## src/rtl/enigma_pkg.sv

```systemverilog
// Shared types and constants for the Enigma stepping/cipher sequencer.
package enigma_pkg;

  localparam int LETTER_W       = 5;
  localparam int NUM_LETTERS    = 26;
  localparam int ROTOR_TYPE_W   = 3;
  localparam int MAX_ROTOR_TYPE = 4;
  localparam int TIMER_W        = 4;

  typedef enum logic [2:0] {
    ST_IDLE,
    ST_LOAD,
    ST_STEP,
    ST_SETTLE,
    ST_ENC,
    ST_WAIT_ENC,
    ST_OUT
  } step_state_t;

  function automatic logic letter_ok(input logic [LETTER_W-1:0] letter);
    return letter <= LETTER_W'(NUM_LETTERS - 1);
  endfunction

  function automatic logic type_ok(input logic [ROTOR_TYPE_W-1:0] rtype);
    return rtype <= ROTOR_TYPE_W'(MAX_ROTOR_TYPE);
  endfunction

endpackage

```

## src/rtl/enigma_step_controller_step_timer.sv

```systemverilog
// step_timer: loadable down-counter with a terminal-count flag.
// The counter holds at zero until reloaded.
module step_timer #(
  parameter int W = 4
) (
  input  logic         clock,
  input  logic         reset_n,
  input  logic         load,
  input  logic [W-1:0] load_val,
  output logic         zero
);

  logic [W-1:0] count;

  // Reload on request, otherwise count down and stop at zero.
  always_ff @(posedge clock) begin
    if (!reset_n) begin
      count <= '0;
    end else if (load) begin
      count <= load_val;
    end else if (count != '0) begin
      count <= count - W'(1);
    end
  end

  // Terminal count.
  always_comb begin
    zero = (count == '0);
  end

endmodule

```

## src/rtl/enigma_step_controller.sv

```systemverilog
// enigma_step_controller: sequences settings loads and keystrokes into the
// rotor stepping datapath and the cipher path.
// Optional feature macro: ENIGMA_STEP_COUNT_EN adds a saturating key_count.
//
// state     | meaning
// ----------+------------------------------------------------------------
// IDLE      | ready for settings (priority) or a keystroke
// LOAD      | one-cycle rotor_load pulse with the latched settings
// STEP      | rotate held high for ROTATE_HOLD cycles
// SETTLE    | rotate low for SETTLE_CYCLES while knock carries propagate
// ENC       | one-cycle enc_start
// WAIT_ENC  | wait for enc_done, capture ciphertext
// OUT       | present out_char until out_ready
module enigma_step_controller
  import enigma_pkg::*;
#(
  parameter int ROTATE_HOLD   = 2,
  parameter int SETTLE_CYCLES = 3
) (
  input  logic                    clock,
  input  logic                    reset_n,
  input  logic                    settings_valid,
  output logic                    settings_ready,
  input  logic [ROTOR_TYPE_W-1:0] set_type_3,
  input  logic [ROTOR_TYPE_W-1:0] set_type_2,
  input  logic [ROTOR_TYPE_W-1:0] set_type_1,
  input  logic [LETTER_W-1:0]     set_start_3,
  input  logic [LETTER_W-1:0]     set_start_2,
  input  logic [LETTER_W-1:0]     set_start_1,
  input  logic                    key_valid,
  output logic                    key_ready,
  input  logic [LETTER_W-1:0]     key_code,
  output logic                    rotate,
  output logic                    rotor_load,
  output logic [ROTOR_TYPE_W-1:0] rotor_type_3,
  output logic [ROTOR_TYPE_W-1:0] rotor_type_2,
  output logic [ROTOR_TYPE_W-1:0] rotor_type_1,
  output logic [LETTER_W-1:0]     rotor_start_3,
  output logic [LETTER_W-1:0]     rotor_start_2,
  output logic [LETTER_W-1:0]     rotor_start_1,
  output logic                    enc_start,
  output logic [LETTER_W-1:0]     enc_key,
  input  logic                    enc_done,
  input  logic [LETTER_W-1:0]     enc_char,
  output logic                    out_valid,
  output logic [LETTER_W-1:0]     out_char,
  input  logic                    out_ready,
`ifdef ENIGMA_STEP_COUNT_EN
  output logic [15:0]             key_count,
`endif
  output logic                    bad_key,
  output logic                    cfg_error
);

  localparam logic [TIMER_W-1:0] HOLD_LD   = TIMER_W'(ROTATE_HOLD - 1);
  localparam logic [TIMER_W-1:0] SETTLE_LD = TIMER_W'(SETTLE_CYCLES - 1);

  step_state_t          state, state_next;
  logic                 after_load;
  logic                 timer_load;
  logic [TIMER_W-1:0]   timer_val;
  logic                 timer_zero;
  logic                 settings_acc;
  logic                 settings_legal;
  logic                 key_acc;

  step_timer #(.W(TIMER_W)) u_timer (
    .clock    (clock),
    .reset_n  (reset_n),
    .load     (timer_load),
    .load_val (timer_val),
    .zero     (timer_zero)
  );

  // Handshake decode and settings legality.
  always_comb begin
    settings_acc   = (state == ST_IDLE) && settings_valid;
    key_acc        = (state == ST_IDLE) && !settings_valid && key_valid;
    settings_legal = type_ok(set_type_3) && type_ok(set_type_2) && type_ok(set_type_1) &&
                     letter_ok(set_start_3) && letter_ok(set_start_2) && letter_ok(set_start_1);
  end

  // State register.
  always_ff @(posedge clock) begin
    if (!reset_n) begin
      state <= ST_IDLE;
    end else begin
      state <= state_next;
    end
  end

  // Next-state logic and timer reload on every state entry.
  always_comb begin
    state_next = state;
    case (state)
      ST_IDLE: begin
        if (settings_acc) begin
          if (settings_legal) state_next = ST_LOAD;
        end else if (key_acc && letter_ok(key_code)) begin
          state_next = ST_STEP;
        end
      end
      ST_LOAD:     state_next = ST_SETTLE;
      ST_STEP:     if (timer_zero) state_next = ST_SETTLE;
      ST_SETTLE:   if (timer_zero) state_next = after_load ? ST_IDLE : ST_ENC;
      ST_ENC:      state_next = ST_WAIT_ENC;
      ST_WAIT_ENC: if (enc_done) state_next = ST_OUT;
      ST_OUT:      if (out_ready) state_next = ST_IDLE;
      default:     state_next = ST_IDLE;
    endcase
    timer_load = (state_next != state);
    case (state_next)
      ST_STEP:   timer_val = HOLD_LD;
      ST_SETTLE: timer_val = SETTLE_LD;
      default:   timer_val = '0;
    endcase
  end

  // Moore outputs decoded from state.
  always_comb begin
    settings_ready = (state == ST_IDLE);
    key_ready      = (state == ST_IDLE) && !settings_valid;
    rotor_load     = (state == ST_LOAD);
    rotate         = (state == ST_STEP);
    enc_start      = (state == ST_ENC);
    out_valid      = (state == ST_OUT);
  end

  // Registered configuration, key/ciphertext capture and error flags.
  always_ff @(posedge clock) begin
    if (!reset_n) begin
      rotor_type_3  <= '0;
      rotor_type_2  <= '0;
      rotor_type_1  <= '0;
      rotor_start_3 <= '0;
      rotor_start_2 <= '0;
      rotor_start_1 <= '0;
      enc_key       <= '0;
      out_char      <= '0;
      cfg_error     <= 1'b0;
      bad_key       <= 1'b0;
      after_load    <= 1'b0;
    end else begin
      bad_key <= 1'b0;
      if (settings_acc) begin
        if (settings_legal) begin
          rotor_type_3  <= set_type_3;
          rotor_type_2  <= set_type_2;
          rotor_type_1  <= set_type_1;
          rotor_start_3 <= set_start_3;
          rotor_start_2 <= set_start_2;
          rotor_start_1 <= set_start_1;
          cfg_error     <= 1'b0;
          after_load    <= 1'b1;
        end else begin
          cfg_error <= 1'b1;
        end
      end
      if (key_acc) begin
        if (letter_ok(key_code)) begin
          enc_key    <= key_code;
          after_load <= 1'b0;
        end else begin
          bad_key <= 1'b1;
        end
      end
      if ((state == ST_WAIT_ENC) && enc_done) begin
        out_char <= enc_char;
      end
    end
  end

`ifdef ENIGMA_STEP_COUNT_EN
  // Encryption launch counter, saturating, cleared by a new configuration.
  always_ff @(posedge clock) begin
    if (!reset_n) begin
      key_count <= '0;
    end else if (settings_acc && settings_legal) begin
      key_count <= '0;
    end else if ((state == ST_ENC) && (key_count != 16'hFFFF)) begin
      key_count <= key_count + 16'd1;
    end
  end
`endif

endmodule

```

## config.mk

```make
export PLATFORM = sky130hd
export DESIGN_NAME = enigma_step_controller
export DESIGN_NICKNAME = d
export VERILOG_FILES = /design/src/rtl/enigma_pkg.sv /design/src/rtl/enigma_step_controller_step_timer.sv /design/src/rtl/enigma_step_controller.sv
export SDC_FILE = /design/constraint.sdc
export NUM_CORES = 1
export LEC_CHECK = 0
export CORE_ASPECT_RATIO = 0.7
export CORE_MARGIN = 5
export CORE_UTILIZATION = 44
export CTS_BUF_LIST = sky130_fd_sc_hd__clkbuf_4 sky130_fd_sc_hd__clkbuf_8
export CTS_CLUSTER_SIZE = 20
export DETAILED_ROUTE_END_ITERATION = 6
export HOLD_SLACK_MARGIN = 0.1
export PLACE_DENSITY = 0.82
export SLEW_MARGIN = 20
export SYNTH_ARGS = -nofsm -noshare
export SYNTH_HDL_FRONTEND = slang
export SYNTH_SLANG_ARGS = --single-unit
```

## constraint.sdc

```tcl
create_clock -name clock -period 2.5 [get_ports clock]
set_input_delay 0.25 -clock clock [delete_from_list [all_inputs] [get_ports clock]]
set_output_delay 0.25 -clock clock [all_outputs]
set_load 0.005 [all_outputs]
```

## Yosys cells after proc, flatten, opt, wreduce, memory -nomap -nowiden

Index checks and enable logic that the tools add are counted.

| operators by class | value |
|---|---|
| $add $sub $neg | 1 |
| order comparisons | 7 |
| equal/unequal tests | 9 |
| mux-type cells | 18 |
| reductions and logical operators | 18 |

Operators by type and width:

| cell | number |
|---|---|
| $mux 3 | 8 |
| $pmux 3 s7 | 1 |
| $le 5x5->1 const B | 4 |
| $eq 3x2->1 const B | 4 |
| $logic_and 1x1->1 | 10 |
| $eq 3x3->1 const B | 3 |
| $le 3x3->1 const B | 3 |
| $mux 4 | 2 |
| $mux 1 | 6 |
| $reduce_and 2->1 | 3 |
| $logic_not 4->1 | 1 |
| $pmux 2 s2 | 1 |
| $reduce_bool 4->1 | 1 |
| $sub 4x1->4 const B | 1 |
| $eq 3x1->1 const B | 1 |
| $logic_not 3->1 | 1 |
| $ne 3x3->1 | 1 |
| $reduce_bool 2->1 | 1 |
| $logic_not 1->1 | 1 |

| storage, ports and cells | value |
|---|---|
| register bits after elaboration | 44 |
| input bits | 40 |

## Longest topological paths before layout

| logic depth | value |
|---|---|
| depth after elaboration | 12 |
| mapped depth | 8 |
| gate-level depth less buffers | 7 |

## By module

From an unflattened synthesis, not the netlist that was laid out.

| second synthesis, totals | value |
|---|---|
| cells, all modules | 225 |
| area total of the unflattened synthesis | 1941.9 um^2 |

Modules (own cells, without submodules):

| module | times used | cells each | area an instance (um^2) |
|---|---|---|---|
| enigma_step_controller | 1 | 202 | 1711.6 |
| step_timer | 1 | 23 | 230.2 |

## Least setup slack after synthesis

OpenSTA, ideal clock, no wires.

| timing | value |
|---|---|
| path kind | register to register |
| from | register u_timer.count[0] |
| to | register u_timer.count[1] |
| setup time | 0.072 ns |
| arrival | 1.780 ns |
| required time | 2.428 ns |
| setup slack | 0.648 ns |
| cell stages (with the launch flop) | 9 |
| buffers on the path | 1 |
| clock period less this slack | 1.852 ns |
| path through | dfxtp_1 inv_1 ha_1 or3b_1 clkbuf_2 or3b_1 o221ai_2 o2bb2ai_2 mux2i_1 |

| on the way | value |
|---|---|
| longest elaborated chain between the ends | 6 |

RTL lines:

| element | line | RTL |
|---|---|---|
| from (decl) | enigma_step_controller_step_timer.sv:13 | `logic [W-1:0] count;` |
| from (signal assigned) | enigma_step_controller_step_timer.sv:20 | `count <= load_val;` |
| from (signal assigned) | enigma_step_controller_step_timer.sv:22 | `count <= count - W'(1);` |
| $logic_not 4->1 | enigma_step_controller_step_timer.sv:28 | `zero = (count == '0);` |
| $mux 3 (on tied branches) | enigma_step_controller.sv:105, enigma_step_controller.sv:104 |  |
| $pmux 3 s7 | enigma_step_controller.sv:95 | `case (state)` |
| $eq 3x2->1 | enigma_step_controller.sv:112 | `case (state_next)` |
| $pmux 2 s2 | enigma_step_controller.sv:112 |  |
| $mux 4 | enigma_step_controller_step_timer.sv:19 | `end else if (load) begin` |

Several ways; a longest one is shown, not always the timed one. The select of a mux whose other input is x is not followed.
A chain may end at the register's enable or synchronous reset.

## Worst setup path in the final report

| timing | value |
|---|---|
| from | register state[2] |
| to | output enc_start |

| on the way | value |
|---|---|
| longest elaborated chain between the ends | 1 |

RTL lines:

| element | line | RTL |
|---|---|---|
| from (decl) | enigma_step_controller.sv:58 | `step_state_t state, state_next;` |
| from (signal assigned) | enigma_step_controller.sv:88 | `state <= state_next;` |
| $eq 3x3->1 | enigma_step_controller.sv:125 | `enc_start = (state == ST_ENC);` |
| to (decl) | enigma_step_controller.sv:41 | `output logic enc_start,` |

No other way between the ends.

==> impl_metrics.json <==
{
  "status": "finished clean",
  "clock_path_buffers": 2,
  "hp-class": "reg -> reg",
  "syn-num-nets": 235,
  "syn_area_per_cell_um2": 10.3,
  "synthSimpleGateAreaFrac_pct": 23.8,
  "clock_latency_ns": 0.29,
  "grt_pass1_wl_mm": 8.11,
  "power_mw": 2.12,
  "min-delay-start": "enc_key[1]",
  "h-tree-depth": 2,
  "crit_path_max_fanout": 14,
  "drt_first_pass_iters": 4,
  "clkSinkCount": 44,
  "vias": 1645,
  "cts_tree": "built",
  "leakagePower_nw": 1.05,
  "num_antenna_cells": 0,
  "slew_headroom_pct": 61.0,
  "tightest_slew_ns": 0.585,
  "reg2reg_depth": 7,
  "slowest_stage": "dfxtp_1",
  "worstHoldPathCells": 2,
  "wl_mm": 4.94,
  "final_cell_mix": "81 x clkdlybuf4s50_1, 44 x dfxtp_1, 30 x mux2i_1, 23 x nor2b_1, 14 x nand2_1",
  "fin_crit_ns": 2.10,
  "fp.dieH_um": 66.4,
  "synth_area_mm2": 0.00200,
  "hpwl_mm": 3.83,
  "peakVddDrop_mv": 0.537,
  "overflow": 0,
  "synthToLayoutAreaGrowth_pct": 45.8,
  "cp-end-kind": "primary output",
  "drc": 0,
  "setup_violations": 0,
  "num_rows": 20,
  "p_per_area_mw_per_mm2": 725,
  "synthMuxAreaShare_pct": 15.0,
  "r2r-end": "u_timer.count[1]",
  "grt_max_degree": 27,
  "grtUsageTotal_pct": 17.1,
  "critPathTopFamily": "buffers and inverters",
  "synth.top_cell.area_share_pct": 44.0,
  "timing.critical_path.buf_inv": 2,
  "gp_congestion": 0.814,
  "portBuffers": 81,
  "layout.nets": 314,
  "criticalPathCategory": "reg -> out",
  "synth.area.top_cells": "dfxtp_1 44%, mux2i_1 15%, nor2b_1 7.2%, nand2_1 2.6%, nor2_1 2.1%",
  "holdWs_ns": 0.475,
  "r2r-start": "u_timer.count[0]",
  "io_pins": 82,
  "rsz0062_at_grt": "no",
  "cp_cell_sequence": "inv_1, nor3_1, clkdlybuf4s50_1",
  "cts_made_buffers": 5,
  "max_freq_mhz": 475,
  "yosys.area_share.adder_pct": 0.625,
  "drv_cap": 0,
  "drv_slew": 0,
  "syn_inst": 194,
  "dieArea_mm2": 0.00602,
  "clock_skew_ns": 0.00880,
  "yosysTopAreaCell": "dfxtp_1",
  "avgViaCountPerCell": 5.02,
  "ctsHoldBuffers": 0,
  "synth.distinct_cells": 40,
  "die-width_um": 90.6,
  "final_core_util_pct": 66.6,
  "ys_ff_latch": 44,
  "clkTransAtPathRegs_ns": 0.08,
  "synth_top_family_by_area": "simple AND/OR/NAND/NOR gates",
  "nFillCells": 359,
  "hold_viol_final": 0,
  "period_share_pct": 84.1,
  "grt_pass1_vias": 1737,
  "routedWlPerCell_um": 15.0,
  "cts-root-buf": "clkbuf_8",
  "cts_setup_buffers": 0,
  "antenna_found_initial": 0,
  "drt_iter0_drc": 86,
  "whs_endpoint": "enc_key[1]",
  "initial_utilization_pct": 45.7,
  "cts.repair.resized": 0,
  "drive_gt1_share_pct": 7.69,
  "synth-seq-area-share_pct": 44.0,
  "synth_compound_area_share_pct": 10.7,
  "crit_path_start_kind": "flip-flop",
  "yosysWarnings": 0,
  "cpPeakStageDelay_ns": 0.68,
  "rrSetupSlack_ns": 0.49,
  "cp_data_required_time_ns": 2.25,
  "antenna_left": 0,
  "synth_xor_area_share_pct": 1.31,
  "setup-tns-final_ns": 0,
  "critPathArrivalTime_ns": 1.85,
  "core_mm2": 0.00438,
  "final_common_cell": "clkdlybuf4s50_1"
}
power by group:
part | leakage (nW) | internal [mW] | switching (mW) | total (mW)
Clock | 0.0445 | 0.201 | 0.223 | 0.424
Sequential | 0.357 | 0.776 | 0.114 | 0.890
Combinational | 0.652 | 0.450 | 0.351 | 0.802
sequential cells by signal, indices dropped and copies added (netlist names):
name,count
enc_key,5
out_char,5
rotor_start_1,5
rotor_start_2,5
rotor_start_3,5
u_timer.count,4
rotor_type_1,3
rotor_type_2,3
rotor_type_3,3
state,3
after_load,1
bad_key,1
cfg_error,1
per-layer routing:
layer	vias up	GRT usage [%]	wire, um
li1	842	-	-
met1	752	21.3	2310
met2	48	26.2	2140
met3	3	7.51	463
met4	0	6.13	29
met5	-	0	0
synthesized netlist by cell type (all sizes together):
| master | count |
|---|---|
| and4bb | 1 |
| mux2i | 30 |
| clkbuf | 6 |
| buf | 5 |
| nor3 | 6 |
| o221a | 3 |
| nand2 | 14 |
| o211a | 1 |
| o21ai | 5 |
| o21a | 1 |
| ha | 1 |
| a22oi | 1 |
| dfxtp | 44 |
| inv | 5 |
| xnor2 | 3 |
| nor3b | 2 |
| and3 | 1 |
| o211ai | 5 |
| nor4 | 1 |
| o311ai | 1 |
| and2 | 4 |
| nor2b | 23 |
| nand4b | 1 |
| nand2b | 2 |
| o22ai | 1 |
| o31ai | 1 |
| nand4 | 3 |
| a21boi | 4 |
| or3b | 2 |
| nand3 | 1 |
| nor2 | 12 |
| o221ai | 1 |
| a21oi | 2 |
| o2bb2ai | 1 |
layout make-up:
type	instances	area [um2]	area share (%)
multi-input cells	134	1030	35.3
flip-flops and latches	44	881	30.2
repair buffers	83	838	28.7
clock buffers	6	76.3	2.62
well taps	55	68.8	2.36
inverters	5	18.8	0.643
clock inverters	1	5.00	0.172
worst min-delay path: cells and delay by family (launching register included):
kind / cells / cell delay (ns)
flops: 1 / 0.31
simple gates: 1 / 0.05
compound gates: 1 / 0.07
stage by stage:
step           instances  cell area (um2)  setup slack [ns]
2_1_floorplan        194             2000             0.648
3_3_place_gp         321             2840             0.407
3_5_place_dp         321             2840             0.288
4_1_cts              328             2920             0.407
5_1_grt              328             2920             0.236
6_report             328             2920             0.397
worst max path at each step:
stage	slack (ns)	depth (start not counted)	to	start
floorplan	0.65	8	u_timer.count[1]	u_timer.count[0]
global placement	0.41	7	rotor_start_2[2]	set_type_1[0]
detailed placement	0.29	7	rotor_start_2[4]	set_type_1[1]
CTS	0.41	3	enc_start	state[2]
global route	0.24	3	enc_start	state[2]
finish	0.40	3	enc_start	state[2]
kinds of logic after synthesis:
| logic type | Yosys count |
|---|---|
| flip-flops | 44 |
| adder cells (fa/ha/maj) | 1 |
| buffers and inverters | 16 |
| AND/OR/NAND/NOR | 73 |
| multiplexers | 30 |
| AO/OA/AOI/OAI | 27 |
| XOR/XNOR | 3 |
No activity file was read; power rests on OpenSTA's default activity.
